### src/rtl/pipe_shifter_pkg.sv
// Shared types and helpers for the pipelined barrel shifter.
package p_hardisc;

  typedef enum logic [1:0] {
    SLL = 2'd0,
    SRL = 2'd1,
    SRA = 2'd2,
    ROR = 2'd3
  } shift_op_t;

  // Amount bits handled per stage; the last stage may use fewer.
  function automatic int grp_bits(input int lw, input int stages);
    return (lw + stages - 1) / stages;
  endfunction

  // Lowest amount bit consumed by stage k.
  function automatic int grp_lo(input int k, input int b);
    return k * b;
  endfunction

  // Highest amount bit consumed by stage k, clipped to the amount width.
  function automatic int grp_hi(input int k, input int b, input int lw);
    int hi;
    hi = (k + 1) * b - 1;
    if (hi > lw - 1) hi = lw - 1;
    return hi;
  endfunction

endpackage

### src/rtl/pipe_shift_stage.sv
// One elastic pipeline stage: applies its group of amount bits to the
// operand and holds the partial result plus sideband in a single register.
module pipe_shift_stage
  import p_hardisc::*;
#(
  parameter int W    = 32,
  parameter int TAGW = 4,
  parameter int K    = 0,
  parameter int B    = 3,
  localparam int LW  = $clog2(W)
) (
  input  logic            i_clk,
  input  logic            i_resetn,
  input  logic            i_flush,
  input  logic            i_valid,
  output logic            o_ready,
  input  shift_op_t       i_op,
  input  logic [LW-1:0]   i_amt,
  input  logic            i_sign,
  input  logic [W-1:0]    i_data,
  input  logic [TAGW-1:0] i_tag,
  output logic            o_valid,
  input  logic            i_ready,
  output shift_op_t       o_op,
  output logic [LW-1:0]   o_amt,
  output logic            o_sign,
  output logic [W-1:0]    o_data,
  output logic [TAGW-1:0] o_tag
);

  localparam int LO       = grp_lo(K, B);
  localparam int HI       = grp_hi(K, B, LW);
  localparam bit HAS_BITS = (LO < LW);

  logic            r_valid;
  shift_op_t       r_op;
  logic [LW-1:0]   r_amt;
  logic            r_sign;
  logic [W-1:0]    r_data;
  logic [TAGW-1:0] r_tag;

  logic [LW-1:0]   w_sh;
  logic [W-1:0]    w_res;
  logic [2*W-1:0]  w_dbl;
  logic [W-1:0]    w_fill;
  logic            w_load_en;

  // When STAGES does not divide the amount width evenly a trailing stage can
  // own no amount bits; it then behaves as a plain register slice.
  if (HAS_BITS) begin : g_amt
    // Place this stage's amount bits at their true weight.
    always_comb begin
      w_sh        = '0;
      w_sh[HI:LO] = i_amt[HI:LO];
    end
  end else begin : g_no_amt
    assign w_sh = '0;
  end

  // Partial shift for this stage. The sign fill uses the original operand
  // MSB carried from stage 0, not the current partial value.
  always_comb begin
    w_dbl  = {i_data, i_data} >> w_sh;
    w_fill = ~({W{1'b1}} >> w_sh);
    w_res  = i_data;
    case (i_op)
      SLL:     w_res = i_data << w_sh;
      SRL:     w_res = i_data >> w_sh;
      SRA:     w_res = (i_data >> w_sh) | (i_sign ? w_fill : '0);
      ROR:     w_res = w_dbl[W-1:0];
      default: w_res = i_data;
    endcase
  end

  // Load when empty or when the held entry leaves this cycle.
  assign w_load_en = ~r_valid | i_ready;
  assign o_ready   = w_load_en;

  // Occupancy bit; reset and flush both empty the stage.
  always_ff @(posedge i_clk) begin
    if (!i_resetn) begin
      r_valid <= 1'b0;
    end else if (i_flush) begin
      r_valid <= 1'b0;
    end else if (w_load_en) begin
      r_valid <= i_valid;
    end
  end

  // Payload register; unreset, only meaningful while r_valid is set.
  always_ff @(posedge i_clk) begin
    if (w_load_en && i_valid) begin
      r_op   <= i_op;
      r_amt  <= i_amt;
      r_sign <= i_sign;
      r_data <= w_res;
      r_tag  <= i_tag;
    end
  end

  assign o_valid = r_valid;
  assign o_op    = r_op;
  assign o_amt   = r_amt;
  assign o_sign  = r_sign;
  assign o_data  = r_data;
  assign o_tag   = r_tag;

endmodule

### src/rtl/pipe_shifter.sv
// Pipelined shifter / rotator with valid/ready on both sides. The shift
// amount is split into STAGES groups, LSB group first, one per stage.
module pipe_shifter
  import p_hardisc::*;
#(
  parameter int W      = 32,
  parameter int STAGES = 2,
  parameter int TAGW   = 4,
  localparam int LW    = $clog2(W)
) (
  input  logic            s_clk_i,
  input  logic            s_resetn_i,
  input  logic            s_flush_i,
  input  logic            s_valid_i,
  output logic            s_ready_o,
  input  shift_op_t       s_op_i,
  input  logic [LW-1:0]   s_amt_i,
  input  logic [W-1:0]    s_data_i,
  input  logic [TAGW-1:0] s_tag_i,
  output logic            s_valid_o,
  input  logic            s_ready_i,
  output logic [W-1:0]    s_data_o,
  output logic [TAGW-1:0] s_tag_o
);

  localparam int B = grp_bits(LW, STAGES);

  // Forward chain: index k feeds stage k, index STAGES is the output side.
  logic            w_valid [STAGES+1];
  shift_op_t       w_op    [STAGES+1];
  logic [LW-1:0]   w_amt   [STAGES+1];
  logic            w_sign  [STAGES+1];
  logic [W-1:0]    w_data  [STAGES+1];
  logic [TAGW-1:0] w_tag   [STAGES+1];
  logic            w_unused;

  assign w_valid[0] = s_valid_i;
  assign w_op[0]    = s_op_i;
  assign w_amt[0]   = s_amt_i;
  assign w_sign[0]  = s_data_i[W-1];
  assign w_data[0]  = s_data_i;
  assign w_tag[0]   = s_tag_i;

  // The ready chain runs backwards through per-stage nets so that each hop
  // is a distinct signal rather than a self-referencing array.
  for (genvar k = 0; k < STAGES; k++) begin : g_stg
    logic w_rdy_up;
    logic w_rdy_dn;

    if (k == STAGES - 1) begin : g_last
      assign w_rdy_dn = s_ready_i;
    end else begin : g_mid
      assign w_rdy_dn = g_stg[k+1].w_rdy_up;
    end

    pipe_shift_stage #(
      .W    (W),
      .TAGW (TAGW),
      .K    (k),
      .B    (B)
    ) u_stage (
      .i_clk    (s_clk_i),
      .i_resetn (s_resetn_i),
      .i_flush  (s_flush_i),
      .i_valid  (w_valid[k]),
      .o_ready  (w_rdy_up),
      .i_op     (w_op[k]),
      .i_amt    (w_amt[k]),
      .i_sign   (w_sign[k]),
      .i_data   (w_data[k]),
      .i_tag    (w_tag[k]),
      .o_valid  (w_valid[k+1]),
      .i_ready  (w_rdy_dn),
      .o_op     (w_op[k+1]),
      .o_amt    (w_amt[k+1]),
      .o_sign   (w_sign[k+1]),
      .o_data   (w_data[k+1]),
      .o_tag    (w_tag[k+1])
    );
  end

  // A flush empties every stage, so the input side is free that cycle.
  assign s_ready_o = g_stg[0].w_rdy_up | s_flush_i;

  assign s_valid_o = w_valid[STAGES];
  assign s_data_o  = w_data[STAGES];
  assign s_tag_o   = w_tag[STAGES];

  // Sideband that only intermediate stages consume.
  assign w_unused = ^{w_op[STAGES], w_amt[STAGES], w_sign[STAGES]};

endmodule

### config.mk
export PLATFORM = sky130hd
export DESIGN_NAME = pipe_shifter
export DESIGN_NICKNAME = d
export VERILOG_FILES = /design/src/rtl/pipe_shifter_pkg.sv /design/src/rtl/pipe_shift_stage.sv /design/src/rtl/pipe_shifter.sv
export SDC_FILE = /design/constraint.sdc
export NUM_CORES = 1
export LEC_CHECK = 0
export ABC_AREA = 1
export CAP_MARGIN = 10
export CELL_PAD_IN_SITES_DETAIL_PLACEMENT = 1
export CELL_PAD_IN_SITES_GLOBAL_PLACEMENT = 1
export CORE_MARGIN = 2
export CORE_UTILIZATION = 43
export CTS_BUF_LIST = sky130_fd_sc_hd__clkbuf_8
export CTS_CLUSTER_SIZE = 16
export DETAILED_ROUTE_END_ITERATION = 10
export DONT_BUFFER_PORTS = 1
export HOLD_SLACK_MARGIN = 0.08
export PLACE_DENSITY = 0.84
export REMOVE_ABC_BUFFERS = 1
export SLEW_MARGIN = 20
export SYNTH_ARGS = -nofsm -noshare
export SYNTH_HDL_FRONTEND = slang
export SYNTH_SLANG_ARGS = --single-unit
### constraint.sdc
create_clock -name s_clk_i -period 2.75 [get_ports s_clk_i]
set_input_delay 0.4125 -clock s_clk_i [delete_from_list [all_inputs] [get_ports s_clk_i]]
set_output_delay 0.4125 -clock s_clk_i [all_outputs]
set_load 0.1 [all_outputs]
# Word level (Yosys, flattened, before mapping)
# Index checks and enable logic that the tools add are counted.
[op_classes]
n_eq_ne = 6
shift = 8
n_mux = 4
bitwise = 10
n_reduce_logical = 5
[op_table]
columns = ["cell", "n"]
rows = [
  ["$pmux W32 S4", 2],
  ["$mux W32", 2],
  ["$not A32 Y32", 2],
  ["$or A32 B32 Y32", 2],
  ["$shr A64 B3 Y32", 1],
  ["$shr A64 B5 Y32", 1],
  ["$shl A32 B3 Y32", 1],
  ["$shl A32 B5 Y32", 1],
  ["$shr A32 B3 Y32", 1],
  ["$shr A32 B3 Y32 const A", 1],
  ["$shr A32 B5 Y32", 1],
  ["$shr A32 B5 Y32 const A", 1],
  ["$eq A2 B2 Y1 const B", 4],
  ["$eq A2 B1 Y1 const B", 2],
  ["$logic_not A2 Y1", 2],
  ["$not A1 Y1", 3],
  ["$or A1 B1 Y1", 3],
  ["$logic_and A1 B1 Y1", 2],
  ["$reduce_or A2 Y1", 1],
]
[totals]
reg_bits = 82
in_bits = 48
out_inout_bits = 38
wordCells = 42

# Logic depth before layout (Yosys ltp)
# Gate-level depths: netlist (run 1).
[depth]
word_depth = 5
ltp_mapped = 11
ltp_nobuf = 10

# By module
# From an unflattened synthesis (run 1), not the netlist that was laid out.
[hier_totals]
hier_cells = 1079
hier_area_um2 = 7209.4
[modules_own_cells]
columns = ["mod", "instances", "cells_per_inst", "area_per_inst_um2"]
rows = [
  ["pipe_shift_stage at g_stg[0].u_stage", 1, 625, 4011.3],
  ["pipe_shift_stage at g_stg[1].u_stage", 1, 451, 3186.8],
  ["pipe_shifter", 1, 3, 11.3],
]

# Worst setup path before layout (run 1)
# No wires, ideal clock.
[synth_timing]
path_kind = "register to register"
start = "register g_stg[1].u_stage.r_valid"
end = "register g_stg[1].u_stage.r_data[0] (enable)"
setup_time_ns = 0.441
arrival_ns = 2.601
t_required_ns = 2.309
path_slack_ns = -0.292
stages_incl_launch_ff = 2
n_path_buf = 0
period_less_slack_ns = 3.042
path_cell_list = "dfxtp_1 a21oi_1"
[synth_between]
elab_chain_len = 3
[synth_rtl]
columns = ["item", "line", "text"]
rows = [
  ["start, declared", "pipe_shift_stage.sv:35", "logic r_valid;"],
  ["start signal, assigned", "pipe_shift_stage.sv:86", "r_valid <= i_valid;"],
  ["$not A1 Y1", "pipe_shift_stage.sv:76", "assign w_load_en = ~r_valid | i_ready;"],
  ["$or A1 B1 Y1", "pipe_shift_stage.sv:76", ""],
  ["$logic_and A1 B1 Y1", "pipe_shift_stage.sv:92", "if (w_load_en && i_valid) begin"],
  ["end signal, assigned", "pipe_shift_stage.sv:96", "r_data <= w_res;"],
  ["end, declared", "pipe_shift_stage.sv:39", "logic [W-1:0] r_data;"],
]
# No other way between the ends.
# A chain may end at the register's enable or synchronous reset.

# Worst setup path in the final report (run 1)
[layout_timing]
start = "register g_stg[0].u_stage.r_amt[3]"
end = "register g_stg[1].u_stage.r_data[21], data pin"
[layout_between]
elab_chain_len = 5
word_cells_on_any_way = 8
cone_classes = "shift: 4; mux: 2; bitwise: 2"
[layout_rtl]
columns = ["item", "line", "text"]
rows = [
  ["start, declared", "pipe_shift_stage.sv:37", "logic [LW-1:0] r_amt;"],
  ["start signal, assigned", "pipe_shift_stage.sv:94", "r_amt <= i_amt;"],
  ["$shr A32 B5 Y32", "pipe_shift_stage.sv:64", "w_fill = ~({W{1'b1}} >> w_sh);"],
  ["$not A32 Y32", "pipe_shift_stage.sv:64", ""],
  ["$mux W32", "pipe_shift_stage.sv:69", "SRA: w_res = (i_data >> w_sh) | (i_sign ? w_fill : '0);"],
  ["$or A32 B32 Y32", "pipe_shift_stage.sv:69", ""],
  ["$pmux W32 S4 (*)", "pipe_shift_stage.sv:66", "case (i_op)"],
  ["via g_stg[1].u_stage.w_res[21]", "pipe_shift_stage.sv:43", "logic [W-1:0] w_res;"],
]
# Mark *: on every way through the listed nets, which the timed path passes. The rest lies on a longest branch.

==> run metrics, run 1 <==
share of layout cells above drive strength 1=4.95%; FF-to-FF setup slack=790 ps; Starting Density=43.9%; Area contributors post-synth=edfxtp_1 (35%), nand2_1 (22%), o21ai_0 (7.6%), nand3_1 (7.0%), a21oi_1 (5.0%); GR Overflow Total=0; final instance area=6900 um2; CTS Root Cell=clkbuf_8; fin. max-slew vios=0; clk buf depth=2; count leader, synth=nand2_1; dpl cell area=6710 um2; Port Buf Inserts=0; synth warn=0; EDFF count, synth=77; setup repair bufs after CTS=0; Final Non-Filler Cells=1177; Total GRT Usage=27.0%; Pwr Density=478 nW/um2; Setup violations, final=0; final core occ=45.4%; register bit total from synthesis=79; final wirelength=21800 um; drc violations=0; H-tree depth=3; Pre-antenna DRT Iters=5; die width=129 um; Die ar.=16500 um2; Post-CTS Resized=0; Crit. End Element=flip-flop; Starting DRT DRC Count=524; crit path DAT=2070 ps; share of the synthesized area in the top cell type=34.7%; mapped cell area=6670 um2; fin crit share=71.1%; Core Region=15200 um2; largest net degree at the start of global routing=65; Post-synth top cells=nand2_1 (383), o21ai_0 (101), nand3_1 (93), edfxtp_1 (77), inv_1 (69); CTS sink cnt=79; status=finished clean; Yosys cell types=37; total design power=3.30 mW; Die Span Y=129 um; fillers=2054; I/O pin count=86; most used flip-flop cell after synthesis=edfxtp_1; first-pass GRT wire length=35200 um; ys async rst share=0%; final setup margin=794 ps; drt wl/cell=18.5 um; area leader, netlist=edfxtp_1; required time of the critical path=2860 ps; class of the most critical setup path=reg2reg; Tmin final=1960 ps; relative slew slack=37.6%; GPL Wtd Cong=0.935; Hold Crit Class=in2reg; Startpoint Class=flip-flop; Seq/Total Area, Yosys=35.3%; Clock Latency Late Sink=370 ps; n_diodes=0; P&R area growth vs syn=3.38%; unrepaired setup endpoints after global routing=false; clock skew=5.28 ps; Site Rows=45; clock slew at reported path FFs=80 ps; via/cell ratio=5.78; dpl hpwl=16500 um; Worst IR Drop VDD=0.190 mV; syn_area_per_cell=6.56 um2; Hold Vio Cnt, Final=0; Post-Syn Instances=1017; Placed Cells=1161; number of global-route vias before repair=6707; hold_buf cts=0; number of buffers created by CTS=9; Leak=3.08 nW; CTS tree=yes; CP max FO=61; Final nets=1032; Peak Freq=511 MHz; Via Count=6804; pre-CTS WS=851 ps; Max-Cap Viols=0; Post-DRT Antenna Nets=0; antenna violations before repair=0; worst-margin pin slew=938 ps
==> per-stage QoR <==
step	hold slack, ps	setup TNS (ps)
detailed placement	406	0
global route	118	0
floorplan	400	-10660
global placement	402	0
finish	131	0
CTS	107	0
==> cell type report <==
type,count,area (um2),area share (%)
Clock inverter,6,53.8,0.780
Clock buffer,10,138,2.00
Sequential cell,79,2350,34.1
Tap cell,188,235,3.41
Inverter,77,292,4.23
Multi-Input combinational cell,797,3660,53.1
Timing Repair Buffer,20,163,2.36
==> layout by cell type (no fill, tap or decap), drive strengths merged, types with 3 or more instances in the layout <==
| cell | netlist | routed |
|---|---|---|
| nand4 | 9 | 9 |
| nor2 | 68 | 68 |
| buf | 46 | 20 |
| nor3 | 6 | 6 |
| a21oi | 67 | 67 |
| and2 | 7 | 7 |
| a31oi | 3 | 3 |
| inv | 77 | 80 |
| clkbuf | 18 | 10 |
| a21boi | 7 | 7 |
| edfxtp | 77 | 77 |
| o221ai | 4 | 4 |
| nand3 | 93 | 93 |
| mux2i | 12 | 12 |
| o21ai | 109 | 109 |
| nand2 | 383 | 383 |
| o211ai | 17 | 17 |
==> kinds of logic after synthesis <==
kind of cell           count (synthesis)  synth area share, %
buffers and inverters                141                 10.0
muxes                                 12                 1.80
and+or+nand+nor                      568                 35.1
AOI/OAI and AO/OA                    217                 17.9
DFF                                   79                 35.3
==> sequential cells by signal, indices dropped and copies added, names as in the netlist <==
register,cells
g_stg.u_stage.o_amt,2
g_stg.u_stage.o_op,2
g_stg.u_stage.o_sign,1
g_stg.u_stage.o_valid,2
g_stg.u_stage.o_tag,8
g_stg.u_stage.o_data,64
==> critical path, stage by stage, from the launching register on <==
cell and delay, ps:
edfxtp_1 390, buf_4 480, nor2_1 140, o21bai_1 200
nand2_1 130, o21ai_0 150, nand2_1 90, nand3_1 80
==> per-layer routing <==
metal,up-vias,GRT usage [%],wire length [um]
li1,3332,-,-
met1,3244,35.2,9650
met2,184,45.7,10600
met3,44,3.83,856
met4,0,10.2,660
met5,-,0,0
==> final timing paths <==
check / depth (start not counted) / endpoint / startpoint
max reg2reg: 7 / g_stg[1].u_stage.o_data[21] / g_stg[0].u_stage.o_amt[3]
min: 0 / g_stg[0].u_stage.o_tag[2] / s_tag_i[2]
max: 7 / g_stg[1].u_stage.o_data[21] / g_stg[0].u_stage.o_amt[3]
min reg2reg: 0 / g_stg[1].u_stage.o_tag[3] / g_stg[0].u_stage.o_tag[3]
==> report_power, final <==
group          switching [mW]  internal [mW]
Sequential              0.208           1.43
Clock                   0.419          0.433
Combinational           0.554          0.248
Total                    1.18           2.12
(Power assumes the default switching activity.)
==> inputs of run 2 (changes only) <==
- CORE_UTILIZATION: 43 -> 47
- PLACE_DENSITY: 0.84 -> 0.87
- clock period: 2.75 -> 1.83 ns (I/O delays scaled with it)
==> run 2 against run 1 <==
Compared with the run above: the run now ends with negative setup slack left; sequential share of layout area shrank 3.7 points; total power grew 63%; sequential cell count is the same; worst setup slack got worse by 950 ps; global-route usage is 6.6 points higher; count of clock-buffer cells in the layout stayed put; critical path depth is 1 lower; critical path type unchanged; largest power group unchanged.
==> run metrics, run 2 (same netlist as run 1, synthesis figures left out) <==
status=complete, but fails checks (was finished clean); failing checks=negative setup slack; Max-Cap Viols=0 (unchanged); final setup margin=-158 ps (was 794 ps); fin. max-slew vios=0 (unchanged); Leak=3.51 nW (was 3.08 nW); CP max stage delay=590 ps (was 480 ps); crit path DAT=2090 ps (was 2070 ps); CTS tree=yes (unchanged); CP bufs+invs=2 (was 1); via/cell ratio=6.28 (was 5.78); first-pass GRT wire length=39100 um (was 35200 um); class of the most critical setup path=reg2reg (unchanged); max FFs per register=64 (unchanged); Port Buf Inserts=0 (unchanged); GR Overflow Total=0 (unchanged); Worst IR Drop VDD=0.288 mV (was 0.190 mV); share of layout cells above drive strength 1=14.1% (was 4.95%); Total GRT Usage=33.6% (was 27.0%); Hold Vio Cnt, Final=0 (unchanged); drt wl/cell=22.6 um (was 18.5 um); Critical-path top delay cell=edfxtp_1 (was buf_4); Post-DRT Antenna Nets=0 (unchanged); worst-margin pin slew=543 ps (was 938 ps); Setup violations, final=22 (was 0); Die ar.=15200 um2 (was 16500 um2); most frequent cells in the layout=nand2_1 (372), nand3_1 (92), o21ai_0 (80) (was nand2_1 (383), o21ai_0 (101), nand3_1 (93)); final wirelength=28000 um (was 21800 um); Placed Cells=1202 (was 1161); CTS Root Cell=clkbuf_8 (unchanged); clock skew=15.5 ps (was 5.28 ps); Hold Crit Class=in2reg (unchanged); required time of the critical path=1940 ps (was 2860 ps); largest net degree at the start of global routing=65 (unchanged); leading cell type in the layout, fill and taps excluded=nand2_1 (unchanged); Clock Latency Late Sink=370 ps (about the same); final core occ=55.7% (was 45.4%); fin crit share=109% (was 71.1%); drc violations=0 (unchanged); I/O pin count=86 (unchanged); H-tree depth=3 (unchanged); P&R area growth vs syn=15.9% (was 3.38%); relative slew slack=63.7% (was 37.6%); Crit. End Element=flip-flop (unchanged); CP max FO=6 (was 61); Site Rows=43 (was 45); Pwr Density=695 nW/um2 (was 478 nW/um2); number of buffers created by CTS=9 (unchanged); FF-to-FF setup slack=-160 ps (was 790 ps); Die Span Y=123 um (was 129 um); n_diodes=0 (unchanged); number of global-route vias before repair=7474 (was 6707); Final TNS setup=-1350 ps (was 0 ps); antenna violations before repair=0 (unchanged); Tmin final=1990 ps (was 1960 ps); clock slew at reported path FFs=90 ps (was 80 ps); Starting DRT DRC Count=968 (was 524); crit-path leading delay family=flip-flops (was buffers and inverters); clk buf depth=2 (unchanged); unrepaired setup endpoints after global routing=true (was false); Final Non-Filler Cells=1238 (was 1177); dpl hpwl=18500 um (was 16500 um); Starting Density=48.1% (was 43.9%); die width=123 um (was 129 um); Pre-antenna DRT Iters=5 (unchanged); Peak Freq=503 MHz (was 511 MHz); Final nets=1101 (was 1032); Via Count=7779 (was 6804); CP Cell Sequence=clkinvlp_4 -> buf_6 -> nand2_4 -> nor2_1 -> o21ai_0 -> a31oi_1 (was buf_4 -> nor2_1 -> o21bai_1 -> nand2_1 -> o21ai_0 -> nand2_1 -> nand3_1); CTS sink cnt=79 (unchanged); Startpoint Class=flip-flop (unchanged); Core Region=13900 um2 (was 15200 um2); GPL Wtd Cong=0.941 (was 0.935)
[run 2: cell types whose count changed in the layout (fill, tap and decap cells not counted), moves of 11 or more]
| cell | delta |
|---|---|
| buf_4 | +46 |
| a21oi_2 | +12 |
| nand2_1 | -11 |
| a21oi_1 | -13 |
| o21ai_1 | +16 |
| o21ai_0 | -21 |
[run 2: per-stage QoR]
step	setup slack [ps]	cell area, um2	hold WS [ps]	power [mW]
after global placement	171	7140	373	3.73
after CTS	39.5	7420	90.4	5.11
after global routing	-161	7730	87.0	5.53
after floorplan	-1210	6300	373	3.30
after detailed placement	55.6	7140	373	3.81
final	-158	7730	76.1	5.37
[run 2: per-layer routing]
metal	track usage [%]	wire length [um]	vias up
met5	0	0	-
li1	-	-	3471
met1	39.8	10400	3693
met3	5.26	2210	139
met2	58.9	13900	476
met4	16.3	1510	0
[run 2: where the power goes]
part | switching, mW | leakage, nW | total, mW | internal [mW]
Clock | 0.696 | 0.110 | 1.35 | 0.655
Combinational | 1.24 | 2.64 | 1.75 | 0.513
Sequential | 0.115 | 0.753 | 2.27 | 2.15
[run 2: final timing paths]
check                            startpoint                          end  cells past startpoint
setup reg to reg  g_stg[0].u_stage.o_amt[3]  g_stg[1].u_stage.o_data[26]                      6
hold reg to reg   g_stg[0].u_stage.o_tag[2]    g_stg[1].u_stage.o_tag[2]                      0
setup / recovery  g_stg[0].u_stage.o_amt[3]  g_stg[1].u_stage.o_data[26]                      6
hold / removal                   s_resetn_i     g_stg[0].u_stage.o_valid                      2
[run 2: repair_timing]
action,CTS,global route
setup endpoints to repair,1,9
endpoints found under the hold margin,9,0
hold buffers,9,0
pin swaps,0,11
resized for setup,1,71
buffers inserted,0,8
gates cloned,0,3
[run 2: cell type report]
class | instances | area (um2)
timing repair buffer | 89 | 850
inverter | 77 | 295
clock inverter | 6 | 55.1
fill | 1870 | 6150
multi-input combinational | 797 | 3820
tap | 180 | 225
clock buffer | 10 | 138
sequential | 79 | 2350
